==> src/rtl/tex_flash_sched.sv <==
// rtl/tex_flash_sched.sv - round-robin sharing of one SPI texture flash between two readers
// Each grant runs one mode-0 READ: command byte, ADDR_W address bits, DATA_W bits back on io1.
module tex_flash_sched #(
  parameter int         ADDR_W = 24,
  parameter int         DATA_W = 6,
  parameter logic [7:0] CMD    = 8'h03,
  parameter int         GAP    = 2
) (
  input  logic              clk,
  input  logic              reset,
  input  logic              i_req0_valid,
  input  logic [ADDR_W-1:0] i_req0_addr,
  output logic              o_req0_ready,
  input  logic              i_req1_valid,
  input  logic [ADDR_W-1:0] i_req1_addr,
  output logic              o_req1_ready,
  output logic              o_rsp_valid,
  output logic              o_rsp_id,
  output logic [DATA_W-1:0] o_rsp_data,
  output logic              o_tex_csb,
  output logic              o_tex_sclk,
  output logic              o_tex_out0,
  output logic              o_tex_oeb0,
  input  logic              i_tex_in1
);

  typedef enum logic [2:0] {S_IDLE, S_CMD, S_ADDR, S_DATA, S_GAP} state_t;

  localparam int SW = 8 + ADDR_W;
  localparam int CW = $clog2(SW + 1);
  localparam int GW = (GAP > 1) ? $clog2(GAP) : 1;

  state_t            state;
  logic              phase;
  logic [CW-1:0]     bit_cnt;
  logic [SW-2:0]     shreg;
  logic [DATA_W-2:0] rx;
  logic              cur_id;
  logic              rr_ptr;
  logic [GW-1:0]     gap_cnt;
  logic              idle;

  assign idle         = (state == S_IDLE);
  assign o_req0_ready = idle & i_req0_valid & (~i_req1_valid | ~rr_ptr);
  assign o_req1_ready = idle & i_req1_valid & (~i_req0_valid |  rr_ptr);

  always_ff @(posedge clk or posedge reset) begin
    if (reset) begin
      state       <= S_IDLE;
      phase       <= 1'b0;
      bit_cnt     <= '0;
      shreg       <= '0;
      rx          <= '0;
      cur_id      <= 1'b0;
      rr_ptr      <= 1'b0;
      gap_cnt     <= '0;
      o_tex_csb   <= 1'b1;
      o_tex_sclk  <= 1'b0;
      o_tex_out0  <= 1'b0;
      o_tex_oeb0  <= 1'b1;
      o_rsp_valid <= 1'b0;
      o_rsp_id    <= 1'b0;
      o_rsp_data  <= '0;
    end else begin
      o_rsp_valid <= 1'b0;
      case (state)
        S_IDLE: begin
          if (o_req0_ready | o_req1_ready) begin
            state      <= S_CMD;
            cur_id     <= o_req1_ready;
            rr_ptr     <= o_req0_ready;
            // MSB of the command goes straight to the pin; the rest waits in shreg
            shreg      <= {CMD[6:0], (o_req1_ready ? i_req1_addr : i_req0_addr)};
            o_tex_out0 <= CMD[7];
            o_tex_oeb0 <= 1'b0;
            o_tex_csb  <= 1'b0;
            phase      <= 1'b0;
            bit_cnt    <= '0;
          end
        end
        S_CMD, S_ADDR: begin
          phase      <= ~phase;
          o_tex_sclk <= ~phase;
          if (phase) begin
            shreg      <= {shreg[SW-3:0], 1'b0};
            o_tex_out0 <= shreg[SW-2];
            bit_cnt    <= bit_cnt + 1'b1;
            if (bit_cnt == CW'(7)) state <= S_ADDR;
            if (bit_cnt == CW'(SW - 1)) begin
              state      <= S_DATA;
              bit_cnt    <= '0;
              o_tex_out0 <= 1'b0;
              o_tex_oeb0 <= 1'b1;
            end
          end
        end
        S_DATA: begin
          phase      <= ~phase;
          o_tex_sclk <= ~phase;
          if (phase) begin
            rx      <= (DATA_W-1)'({rx, i_tex_in1});
            bit_cnt <= bit_cnt + 1'b1;
            if (bit_cnt == CW'(DATA_W - 1)) begin
              state       <= S_GAP;
              gap_cnt     <= GW'(GAP - 1);
              o_tex_csb   <= 1'b1;
              o_rsp_valid <= 1'b1;
              o_rsp_id    <= cur_id;
              o_rsp_data  <= {rx, i_tex_in1};
            end
          end
        end
        S_GAP: begin
          if (gap_cnt == '0) state <= S_IDLE;
          else gap_cnt <= gap_cnt - 1'b1;
        end
        default: state <= S_IDLE;
      endcase
    end
  end

endmodule
==> config.mk <==
export PLATFORM = sky130hd
export DESIGN_NAME = tex_flash_sched
export DESIGN_NICKNAME = d
export VERILOG_FILES = /design/src/rtl/tex_flash_sched.sv
export SDC_FILE = /design/constraint.sdc
export NUM_CORES = 1
export LEC_CHECK = 0
export CORE_ASPECT_RATIO = 0.75
export CORE_UTILIZATION = 46
export DETAILED_ROUTE_END_ITERATION = 12
export GPL_TIMING_DRIVEN = 0
export PLACE_DENSITY = 0.78
export SYNTH_ARGS = -nofsm -noshare
export SYNTH_HDL_FRONTEND = slang
export SYNTH_SLANG_ARGS = --single-unit
==> constraint.sdc <==
create_clock -name clk -period 2.1 [get_ports clk]
set_clock_uncertainty 0.1 [all_clocks]
set_input_delay 0.315 -clock clk [delete_from_list [all_inputs] [get_ports clk]]
set_output_delay 0.315 -clock clk [all_outputs]
set_load 0.005 [all_outputs]
==> flow_metrics.py <==
metrics = {
    "pwr": {
        "power.total_mw": 5.96,
        "power_density_mw_per_mm2": 1370,
        "p_leak_nw": 1.89,
        "ir_worst_vdd_uv": 838,
    },
    "setup_path": {
        "startpoint_type": "flip-flop",
        "crit_path_max_incr_delay_ns": 0.41,
        "crit_type": "flip-flop to output port",
        "reg2reg_slack_ns": 0.04,
        "crit_family": "buffers and inverters",
        "crit_arrival_ns": 1.65,
        "path_buf_inv": 4,
        "crit_slowest_cell": "dfrtp_1",
        "crit_path_end_kind": "output port",
        "reg2reg_depth": 7,
        "cp.required_ns": 1.68,
        "endpoint": "o_req0_ready",
        "crit_start": "state[1]$_DFFE_PP0P_",
        "crit_path_frequent_cell": "buf_6",
        "r2r_end": "o_rsp_data[1]$_DFFE_PP0P_",
        "worstReg2RegStart": "state[1]$_DFFE_PP0P_",
        "crit_chain": "buf_6 > nor3_4 > buf_6 > clkbuf_8 > and3_4 > buf_6",
        "path_max_fanout": 7,
        "cp.depth": 6,
    },
    "yosys": {
        "syn_inst": 327,
        "synth_top_area_share_pct": 47.1,
        "syn_nets": 382,
        "synth-main-ff-cell": "dfrtp_1",
        "yosysSeqAreaShare_pct": 48.8,
        "synth_top_area_cell": "dfrtp_1",
        "ys_seq_elements": 61,
        "synthTopCellsByCount": "dfrtp_1, o21ai_0, nand2_1",
        "syn_area_mm2": 0.00314,
        "ys_async_sr_fraction_pct": 100,
        "yosysWarnings": 0,
        "avgSynthCellArea_um2": 9.59,
        "synth_most_common_cell": "dfrtp_1",
        "synth.area.top_cells": "dfrtp_1, o21ai_0, and4_1",
        "yosysUniqueCellTypes": 47,
        "synth_edf_count": 0,
    },
    "layout": {
        "diodes": 0,
        "synthToLayoutAreaGrowth_pct": 39.2,
        "nets": 472,
        "nFillCells": 511,
        "layout-drive-gt1-share_pct": 19.9,
    },
    "global_route": {
        "grt_max_degree": 44,
        "grt_overflow": 0,
        "grt_pass1_wl_um": 12800,
        "track_usage_pct": 22.6,
        "grt_pass1_vias": 2752,
        "antenna_found_initial": 0,
    },
    "timing": {
        "max_freq_mhz": 485,
        "hold_viol": 0,
        "tns_ns": 0,
        "maxSlewViolCount": 0,
        "tightest_slew_ns": 0.713,
        "fin_crit_ns": 2.06,
        "relSlewSlack_pct": 52.0,
        "whs_ns": 0.169,
        "post-route-period-util_pct": 98.1,
        "finalSetupViolCount": 0,
    },
    "clock_network": {
        "numCtsBuffers": 9,
        "clockBufferDepth": 2,
        "clkTransAtPathRegs_ns": 0.08,
        "cts_tree": "yes",
        "cts-root-buf": "clkbuf_8",
        "clkLatencyLatePin_ns": 0.35,
        "clock_sinks": 61,
        "cts_max_level": 3,
    },
    "min_path": {
        "min_path_type": "input pin to async pin",
    },
    "floorplanning": {
        "core-area_mm2": 0.00644,
        "num_io_pins": 67,
        "die_w_um": 97.3,
        "die_h_um": 73.5,
        "initial_core_util_pct": 48.7,
        "fp.dieArea_mm2": 0.00715,
        "row_count": 25,
    },
    "routing": {
        "ant_nets": 0,
        "post-route-drc-count": 0,
        "vias": 2886,
        "wirelength_um": 8010,
        "vias_per_cell": 5.74,
        "dr.pass1.iters": 4,
        "wl_per_cell_um": 15.9,
        "drt-initial-drc-count": 157,
    },
    "placed_design": {
        "gp_congestion": 0.788,
        "hpwlAfterDp_um": 5390,
        "portBuffers": 65,
    },
    "run": {
        "max-cap-violations": 0,
    },
    "status": {
        "status": "completed",
    },
}
## through the flow
| stage | worst slack [ns] | instance area [um^2] | std cells | utilization (%) |
|---|---|---|---|---|
| 2_1_floorplan | 0.0574 | 3140 | 327 | - |
| 3_3_place_gp | -0.910 | 3890 | 473 | 60.3 |
| 3_5_place_dp | -0.659 | 3910 | 474 | 60.6 |
| 4_1_cts | 0.00353 | 4260 | 502 | 66.1 |
| 5_1_grt | -0.0237 | 4360 | 503 | 67.7 |
| 6_report | 0.0397 | 4360 | 503 | 67.7 |
## metal layers
metal | vias up | part of all wire (%) | global-route usage (%)
met1 | 1422 | 46 | 29.7
met2 | 73 | 48 | 36.0
met4 | 0 | 1.5 | 9.31
met3 | 14 | 4.3 | 5.99
li1 | 1377 | - | -
met5 | - | 0 | 0
## worst min path at each step
stage | end | slack [ns]
finish | shreg[0]$_DFFE_PP0P_ | 0.17
global route | shreg[0]$_DFFE_PP0P_ | 0.22
CTS | shreg[0]$_DFFE_PP0P_ | 0.17
detailed placement | shreg[29]$_DFFE_PP0P_ | 0.36
global placement | shreg[28]$_DFFE_PP0P_ | 0.35
floorplan | shreg[24]$_DFFE_PP0P_ | 0.33
## flip-flops by register name, indices dropped and copies added (netlist names), 3 cells and up
| name | flops |
|---|---|
| shreg | 31 |
| bit_cnt | 6 |
| o_rsp_data | 6 |
| rx | 5 |
| state | 3 |
## kinds of logic (layout without fill, tap and decap cells)
logic type / count (synthesis) / after routing / synth area share (%)
and+or+nand+nor: 106 / 106 / 18.8
AOI/OAI and AO/OA: 103 / 103 / 20.4
DFF: 61 / 61 / 48.8
buffers and inverters: 39 / 134 / 5.15
muxes: 14 / 14 / 5.55
adders and majority gates: 2 / 2 / 0.798
xor gates and xnor gates: 2 / 2 / 0.559
## power breakdown
group / internal (mW) / total [mW] / switching [mW]
Sequential: 1.71 / 2.01 / 0.299
Clock: 0.452 / 0.990 / 0.538
Combinational: 1.35 / 2.96 / 1.61
## what timing repair did
action | CTS | global route
pin swaps | 4 | 4
gates resized for setup | 29 | 47
setup buffers | 12 | 6
hold buffers | 0 | 0
setup endpoints to repair | 34 | 44
## placed cells by master, fill, tap and decap left out, types with 3 or more instances in the layout
master           count
buf_6                7
inv_6                3
and4_1              23
clkbuf_4             3
mux2_2               5
buf_2                3
a21oi_1              3
dfrtp_1             58
nand3_1              8
a211oi_1            19
o31ai_1              5
o2bb2ai_1            3
inv_1                5
mux2_4               7
o21ai_0             48
buf_4               19
nor2_1               5
clkdlybuf4s50_1     63
o21ai_1              7
clkbuf_8            10
clkbuf_1            10
a211oi_2             5
nand2b_1             8
nand2_1             45
## cell type report
cell class,instances,area [um^2],share of cell area [%]
plain buffers,26,173,3.96
clock buffers,9,124,2.84
clock inverters,7,62.6,1.43
inverters,8,37.5,0.860
multi-input cells,227,1520,34.9
flip-flops and latches,61,1530,35.1
well taps,81,101,2.32
repair buffers,84,813,18.6
No activity file was read; power rests on OpenSTA's default activity.
